## src/rtl/pdm_pkg.sv

```systemverilog
// Shared types and arithmetic helpers for the multi-channel PDM modulator.
package pdm_pkg;

    typedef enum logic {
        ORDER_1 = 1'b0,
        ORDER_2 = 1'b1
    } order_e;

    function automatic int maxp(input int w);
        return (1 << (w - 1)) - 1;
    endfunction

    function automatic int minn(input int w);
        return -(1 << (w - 1));
    endfunction

    // Adds two values and clamps the result to a w-bit signed range.
    function automatic int sat_add(input int a, input int b, input int w);
        int s;
        s = a + b;
        if (s > maxp(w)) return maxp(w);
        if (s < minn(w)) return minn(w);
        return s;
    endfunction

endpackage

```

## src/rtl/pdm_channel_core.sv

```systemverilog
// One channel's sigma-delta integrators: first order in i2 alone, or second order with
// saturating i1/i2. Integrators clear on a mode change and stay at zero while disabled.
module pdm_channel_core
    import pdm_pkg::*;
#(
    parameter int WIDTH = 8
) (
    input  logic                    clk_in,
    input  logic                    rst_in,
    input  logic                    tick_in,
    input  logic                    enable_in,
    input  logic                    mode_change_in,
    input  order_e                  order_in,
    input  logic signed [WIDTH-1:0] level_in,
    output logic                    pdm_out
);

    logic signed [WIDTH+1:0] i1_q, i1_d;
    logic signed [WIDTH+3:0] i2_q, i2_d;
    logic signed [WIDTH:0]   acc_cur;
    logic                    y;
    int                      fb, acc, i1n, i2n;

    always_comb begin
        y       = ~i2_q[WIDTH+3];
        fb      = y ? maxp(WIDTH) : minn(WIDTH);
        acc_cur = i2_q[WIDTH:0];
        acc     = 0;
        i1n     = 0;
        i2n     = 0;
        i1_d    = i1_q;
        i2_d    = i2_q;
        if (!enable_in) begin
            i1_d = '0;
            i2_d = '0;
        end else if (tick_in) begin
            if (mode_change_in) begin
                i1_d = '0;
                i2_d = '0;
            end else if (order_in == ORDER_1) begin
                // First order reuses i2 as a sign-extended WIDTH+1 bit accumulator.
                acc  = int'(acc_cur) + int'(level_in) - fb;
                i2_d = acc[WIDTH+3:0];
                i1_d = '0;
            end else begin
                i1n  = sat_add(int'(i1_q), int'(level_in) - fb, WIDTH + 2);
                i2n  = sat_add(int'(i2_q), i1n - fb, WIDTH + 4);
                i1_d = i1n[WIDTH+1:0];
                i2_d = i2n[WIDTH+3:0];
            end
        end
        pdm_out = enable_in & y;
    end

    always_ff @(posedge clk_in) begin
        if (rst_in) begin
            i1_q <= '0;
            i2_q <= '0;
        end else begin
            i1_q <= i1_d;
            i2_q <= i2_d;
        end
    end

endmodule

```

## src/rtl/pdm_multi.sv

```systemverilog
// N-channel PDM: channel-addressed double-buffered sample staging, coherent commit on
// the sample tick, sticky underrun flags and one modulator core per channel.
module pdm_multi
    import pdm_pkg::*;
#(
    parameter int NUM_CH  = 2,
    parameter int WIDTH   = 8,
    parameter int CH_BITS = (NUM_CH > 1) ? $clog2(NUM_CH) : 1
) (
    input  logic                    clk_in,
    input  logic                    rst_in,
    input  logic                    tick_in,
    input  logic                    order_in,
    input  logic [NUM_CH-1:0]       enable_in,
    input  logic                    sample_valid_in,
    input  logic [CH_BITS-1:0]      sample_chan_in,
    input  logic signed [WIDTH-1:0] sample_data_in,
    output logic                    sample_ready_out,
    input  logic                    underrun_clear_in,
    output logic [NUM_CH-1:0]       underrun_out,
    output logic [NUM_CH-1:0]       pdm_out
);

    logic signed [WIDTH-1:0] staged_q [NUM_CH];
    logic signed [WIDTH-1:0] staged_d [NUM_CH];
    logic signed [WIDTH-1:0] level_q  [NUM_CH];
    logic signed [WIDTH-1:0] level_d  [NUM_CH];
    logic [NUM_CH-1:0]       pending_q, pending_d;
    logic [NUM_CH-1:0]       underrun_q, underrun_d;
    order_e                  mode_q, mode_d;
    logic                    chan_ok, sel_pending, accept, mode_change;

    always_comb begin
        chan_ok     = (int'(sample_chan_in) < NUM_CH);
        sel_pending = 1'b0;
        for (int unsigned c = 0; c < NUM_CH; c++) begin
            if (sample_chan_in == CH_BITS'(c)) sel_pending = pending_q[c];
        end
        sample_ready_out = chan_ok ? (~sel_pending | tick_in) : 1'b1;
        accept           = sample_valid_in & sample_ready_out & chan_ok;
        mode_change      = tick_in & (order_e'(order_in) != mode_q);
        mode_d           = tick_in ? order_e'(order_in) : mode_q;
        underrun_d       = underrun_q & ~{NUM_CH{underrun_clear_in}};
        pending_d        = pending_q;
        for (int unsigned c = 0; c < NUM_CH; c++) begin
            staged_d[c] = staged_q[c];
            level_d[c]  = level_q[c];
            if (tick_in) begin
                if (pending_q[c]) begin
                    level_d[c]   = staged_q[c];
                    pending_d[c] = 1'b0;
                end else if (enable_in[c]) begin
                    underrun_d[c] = 1'b1;
                end
            end
            // A same-cycle write lands after the commit, so the old value moves to level.
            if (accept && sample_chan_in == CH_BITS'(c)) begin
                staged_d[c]  = sample_data_in;
                pending_d[c] = 1'b1;
            end
        end
    end

    always_ff @(posedge clk_in) begin
        if (rst_in) begin
            for (int unsigned c = 0; c < NUM_CH; c++) begin
                staged_q[c] <= '0;
                level_q[c]  <= '0;
            end
            pending_q  <= '0;
            underrun_q <= '0;
            mode_q     <= ORDER_1;
        end else begin
            for (int unsigned c = 0; c < NUM_CH; c++) begin
                staged_q[c] <= staged_d[c];
                level_q[c]  <= level_d[c];
            end
            pending_q  <= pending_d;
            underrun_q <= underrun_d;
            mode_q     <= mode_d;
        end
    end

    assign underrun_out = underrun_q;

    for (genvar g = 0; g < NUM_CH; g++) begin : g_ch
        pdm_channel_core #(.WIDTH(WIDTH)) u_core (
            .clk_in         (clk_in),
            .rst_in         (rst_in),
            .tick_in        (tick_in),
            .enable_in      (enable_in[g]),
            .mode_change_in (mode_change),
            .order_in       (mode_q),
            .level_in       (level_q[g]),
            .pdm_out        (pdm_out[g])
        );
    end

endmodule

```

## config.mk

```make
export PLATFORM = sky130hd
export DESIGN_NAME = pdm_multi
export DESIGN_NICKNAME = d
export VERILOG_FILES = /design/src/rtl/pdm_pkg.sv /design/src/rtl/pdm_channel_core.sv /design/src/rtl/pdm_multi.sv
export SDC_FILE = /design/constraint.sdc
export NUM_CORES = 1
export LEC_CHECK = 0
export BUFFER_PORTS_ARGS = -buffer_cell sky130_fd_sc_hd__buf_2
export CAP_MARGIN = 15
export CORE_MARGIN = 2
export CORE_UTILIZATION = 55
export CTS_CLUSTER_SIZE = 10
export DETAILED_ROUTE_END_ITERATION = 8
export PLACE_DENSITY = 0.7
export SLEW_MARGIN = 20
export SYNTH_ARGS = -nofsm -noshare
export SYNTH_HDL_FRONTEND = slang
export SYNTH_HIERARCHICAL = 1
export SYNTH_SLANG_ARGS = --single-unit
```

## constraint.sdc

```tcl
create_clock -name clk_in -period 19.8 [get_ports clk_in]
set_input_delay 1.98 -clock clk_in [delete_from_list [all_inputs] [get_ports clk_in]]
set_output_delay 1.98 -clock clk_in [all_outputs]
set_load 0.03 [all_outputs]
```

==> reports/qor.yml <==
die_h_um: 153
area_delta_synth_final_pct: 3.91
slew_viol_final: 0
nNetsFinal: 1751
async_flop_share_pct: 0
drive_gt1_share_pct: 7.91
grt_overflow: 0
clockBufferDepth: 2
skew_ns: 0.0141
grt_use_total_pct: 26.4
powerDensity_nw_per_um2: 155
slowest_stage: "ha_1"
numCtsBuffers: 9
utilization_pct: 58.2
avgSynthCellArea_um2: 7.72
rsz0062_at_grt: "false"
ys_seq_elements: 81
clock_latency_ns: 0.34
clkSlewWorstSetupHoldPaths_ns: 0.07
path_class: "flip-flop to flip-flop"
period_share_pct: 54.6
period_needed_ns: 10.80
slowest_delay_ns: 0.83
ir_drop_v: 0.0000858
antenna_found_initial: 0
portBuffers: 21
clock-sinks: 81
drt-initial-drc-count: 719
pin_count: 22
p_leak_nw: 5.57
crit_path_end_kind: "flip-flop"
critPathLaunchType: "flip-flop"
clock-root-buffer: "clkbuf_16"
coreArea_um2: 21800
n_antenna_cell: 0
fmax_mhz: 92.6
viasPerCell: 6.11
grt_pass1_wl_um: 52300
detailed_place_hpwl_um: 24700
initial_core_util_pct: 56.0
die_area_um2: 23400
cp_data_arrival_time_ns: 11.03
r2r_setup_slack_ns: 9.00
grt_start_max_net_pins: 48
cts_tree: "done"
pre_cts_slack_ns: 9.17
avgRoutedWirePerCell_um: 17.0
synth-edff-count: 0
post-cts-setup-buffers: 0
hp-class: "flip-flop to flip-flop"
final.setup.worst_slack_ns: 9.00
hold_buffers: 0
cts-resized-gates: 0
die_w_um: 153
synth-main-ff-cell: "dfxtp_1"
finalSetupTns_ns: 0
htreeDepth: 3
dr.pass1.iters: 5
synthesis.nets: 1784
hold-path-cell-count: 2
cp_max_fo: 29
rows: 54
required_ns: 20.03
grt_pass1_vias: 10600
slew_headroom_pct: 25.9
reg2regPathDepth: 33
syn_inst: 1583
synth_seq_area_share_pct: 13.3
final-hold-violation-count: 0
synthesis.area_um2: 12200
worst_pin_slew_ns: 1.10
finalSetupViolations: 0
place_congestion: 0.922
drc: 0
vias: 11200
routed_wl_um: 31200
outcome: "completed"
cap_violations: 0
ant_nets: 0
yosys.cell_types.count: 98
yosysWarnings: 6
cell families after synthesis:
group / count (synthesis) / share of synthesized area [%]
AOI/OAI and AO/OA: 506 / 27.9
and+or+nand+nor: 476 / 20.6
buffers and inverters: 248 / 8.29
adders and majority gates: 184 / 23.3
DFF: 81 / 13.3
xor gates and xnor gates: 61 / 4.37
muxes: 27 / 2.27
critical path, delay by kind of cell (launching register included):
kind / cells / cell delay, ns
flip-flops: 1 / 0.31
XOR/XNOR: 1 / 0.73
AND/OR/NAND/NOR: 5 / 1.64
adder cells (fa/ha/maj): 6 / 3.11
AO/OA/AOI/OAI: 16 / 4.04
buffers and inverters: 5 / 0.82
sequential cells by signal (all words and copies together) (netlist names):
| name | cells |
|---|---|
| underrun_out | 2 |
| g_ch.u_core/i2_q | 24 |
| level_q | 16 |
| mode_q | 1 |
| g_ch.u_core/i1_q | 20 |
| pending_q | 2 |
| staged_q | 16 |
where the power goes:
part           internal, mW  total [mW]  switching [mW]
Combinational         0.605        1.62            1.02
Clock                0.0899       0.170          0.0803
Sequential            0.172       0.183          0.0108
Total                 0.867        1.97            1.11
cells in the mapped netlist (5+ instances only):
cell type,number,area [um2]
o21a_1,8,60.1
a21o_1,30,225
xor2_1,24,210
clkbuf_1,39,146
mux2i_1,23,230
and2_1,9,56.3
a31oi_1,8,50.1
or4_1,6,45.0
o31a_1,8,70.1
o21ai_0,109,546
buf_4,5,37.5
nor2_1,97,364
nand2_1,114,428
nor3_1,24,120
buf_2,18,90.1
o21bai_1,12,90.1
nand2b_1,50,313
a21oi_1,139,696
xnor2_1,37,324
o211ai_1,26,195
nand3_1,37,185
a22oi_1,9,67.6
or3_1,12,75.1
ha_1,112,1400
and3_1,8,50.1
nand3b_1,11,82.6
o2111ai_1,6,52.6
o21ai_2,15,131
nand4_1,27,169
and4_1,9,78.8
o21ai_1,13,65.1
nor2b_1,29,181
o211a_1,5,50.1
fa_1,72,1440
or2_2,7,43.8
a21boi_0,6,45.0
o31ai_1,19,143
nor4_1,12,75.1
dfxtp_1,81,1620
a211oi_1,10,75.1
buf_6,5,56.3
a21oi_2,18,158
inv_1,176,661
layer usage:
| layer | wire length [um] | share of wire, % | track usage [%] |
|---|---|---|---|
| met3 | 1270 | 4.1 | 2.67 |
| met5 | 0 | 0 | 0 |
| met4 | 542 | 1.7 | 6.31 |
| met2 | 14300 | 46 | 43.4 |
| met1 | 15200 | 49 | 37.6 |
path summary, 6_finish.rpt:
check / start / to
setup / recovery: g_ch[1].u_core/i2_q[11] / g_ch[1].u_core/i2_q[9]
hold / removal: g_ch[0].u_core/i2_q[7] / g_ch[0].u_core/i2_q[7]
setup reg to reg: g_ch[1].u_core/i2_q[11] / g_ch[1].u_core/i2_q[9]
hold reg to reg: g_ch[0].u_core/i2_q[7] / g_ch[0].u_core/i2_q[7]
cell type report:
class                           count  area (um2)
Tap cell                          280         350
Inverter                          176         661
Sequential cell                    81        1620
Clock inverter                      7        81.3
Clock buffer                        9         225
Fill cell                        2056        9130
Timing Repair Buffer               28         158
Multi-Input combinational cell   1254        9600
metrics by stage:
stage	std cells	hold slack [ns]	total power, mW	area [um2]
5_1_grt	1835	0.481	2.16	12700
3_5_place_dp	1819	0.443	1.77	12400
2_1_floorplan	1583	0.429	1.47	12200
6_report	1835	0.457	1.97	12700
3_3_place_gp	1819	0.436	1.75	12400
4_1_cts	1835	0.459	1.95	12700
placed cells by master, fill, tap and decap left out, types with 9 or more instances in the layout:
cell type / instances
inv_1: 176
a21oi_1: 139
nand2_1: 114
ha_1: 112
o21ai_0: 109
nor2_1: 97
dfxtp_1: 79
fa_1: 72
nand2b_1: 50
nand3_1: 37
xnor2_1: 37
a21o_1: 30
nor2b_1: 29
nand4_1: 27
o211ai_1: 26
xor2_1: 24
nor3_1: 24
mux2i_1: 23
buf_2: 21
o31ai_1: 19
a21oi_2: 18
o21ai_2: 15
o21ai_1: 13
o21bai_1: 12
nor4_1: 12
or3_1: 12
nand3b_1: 11
a211oi_1: 10
and2_1: 9
clkbuf_16: 9
and4_1: 9
a22oi_1: 9
Note: power is estimated with default switching activity, not from simulation.
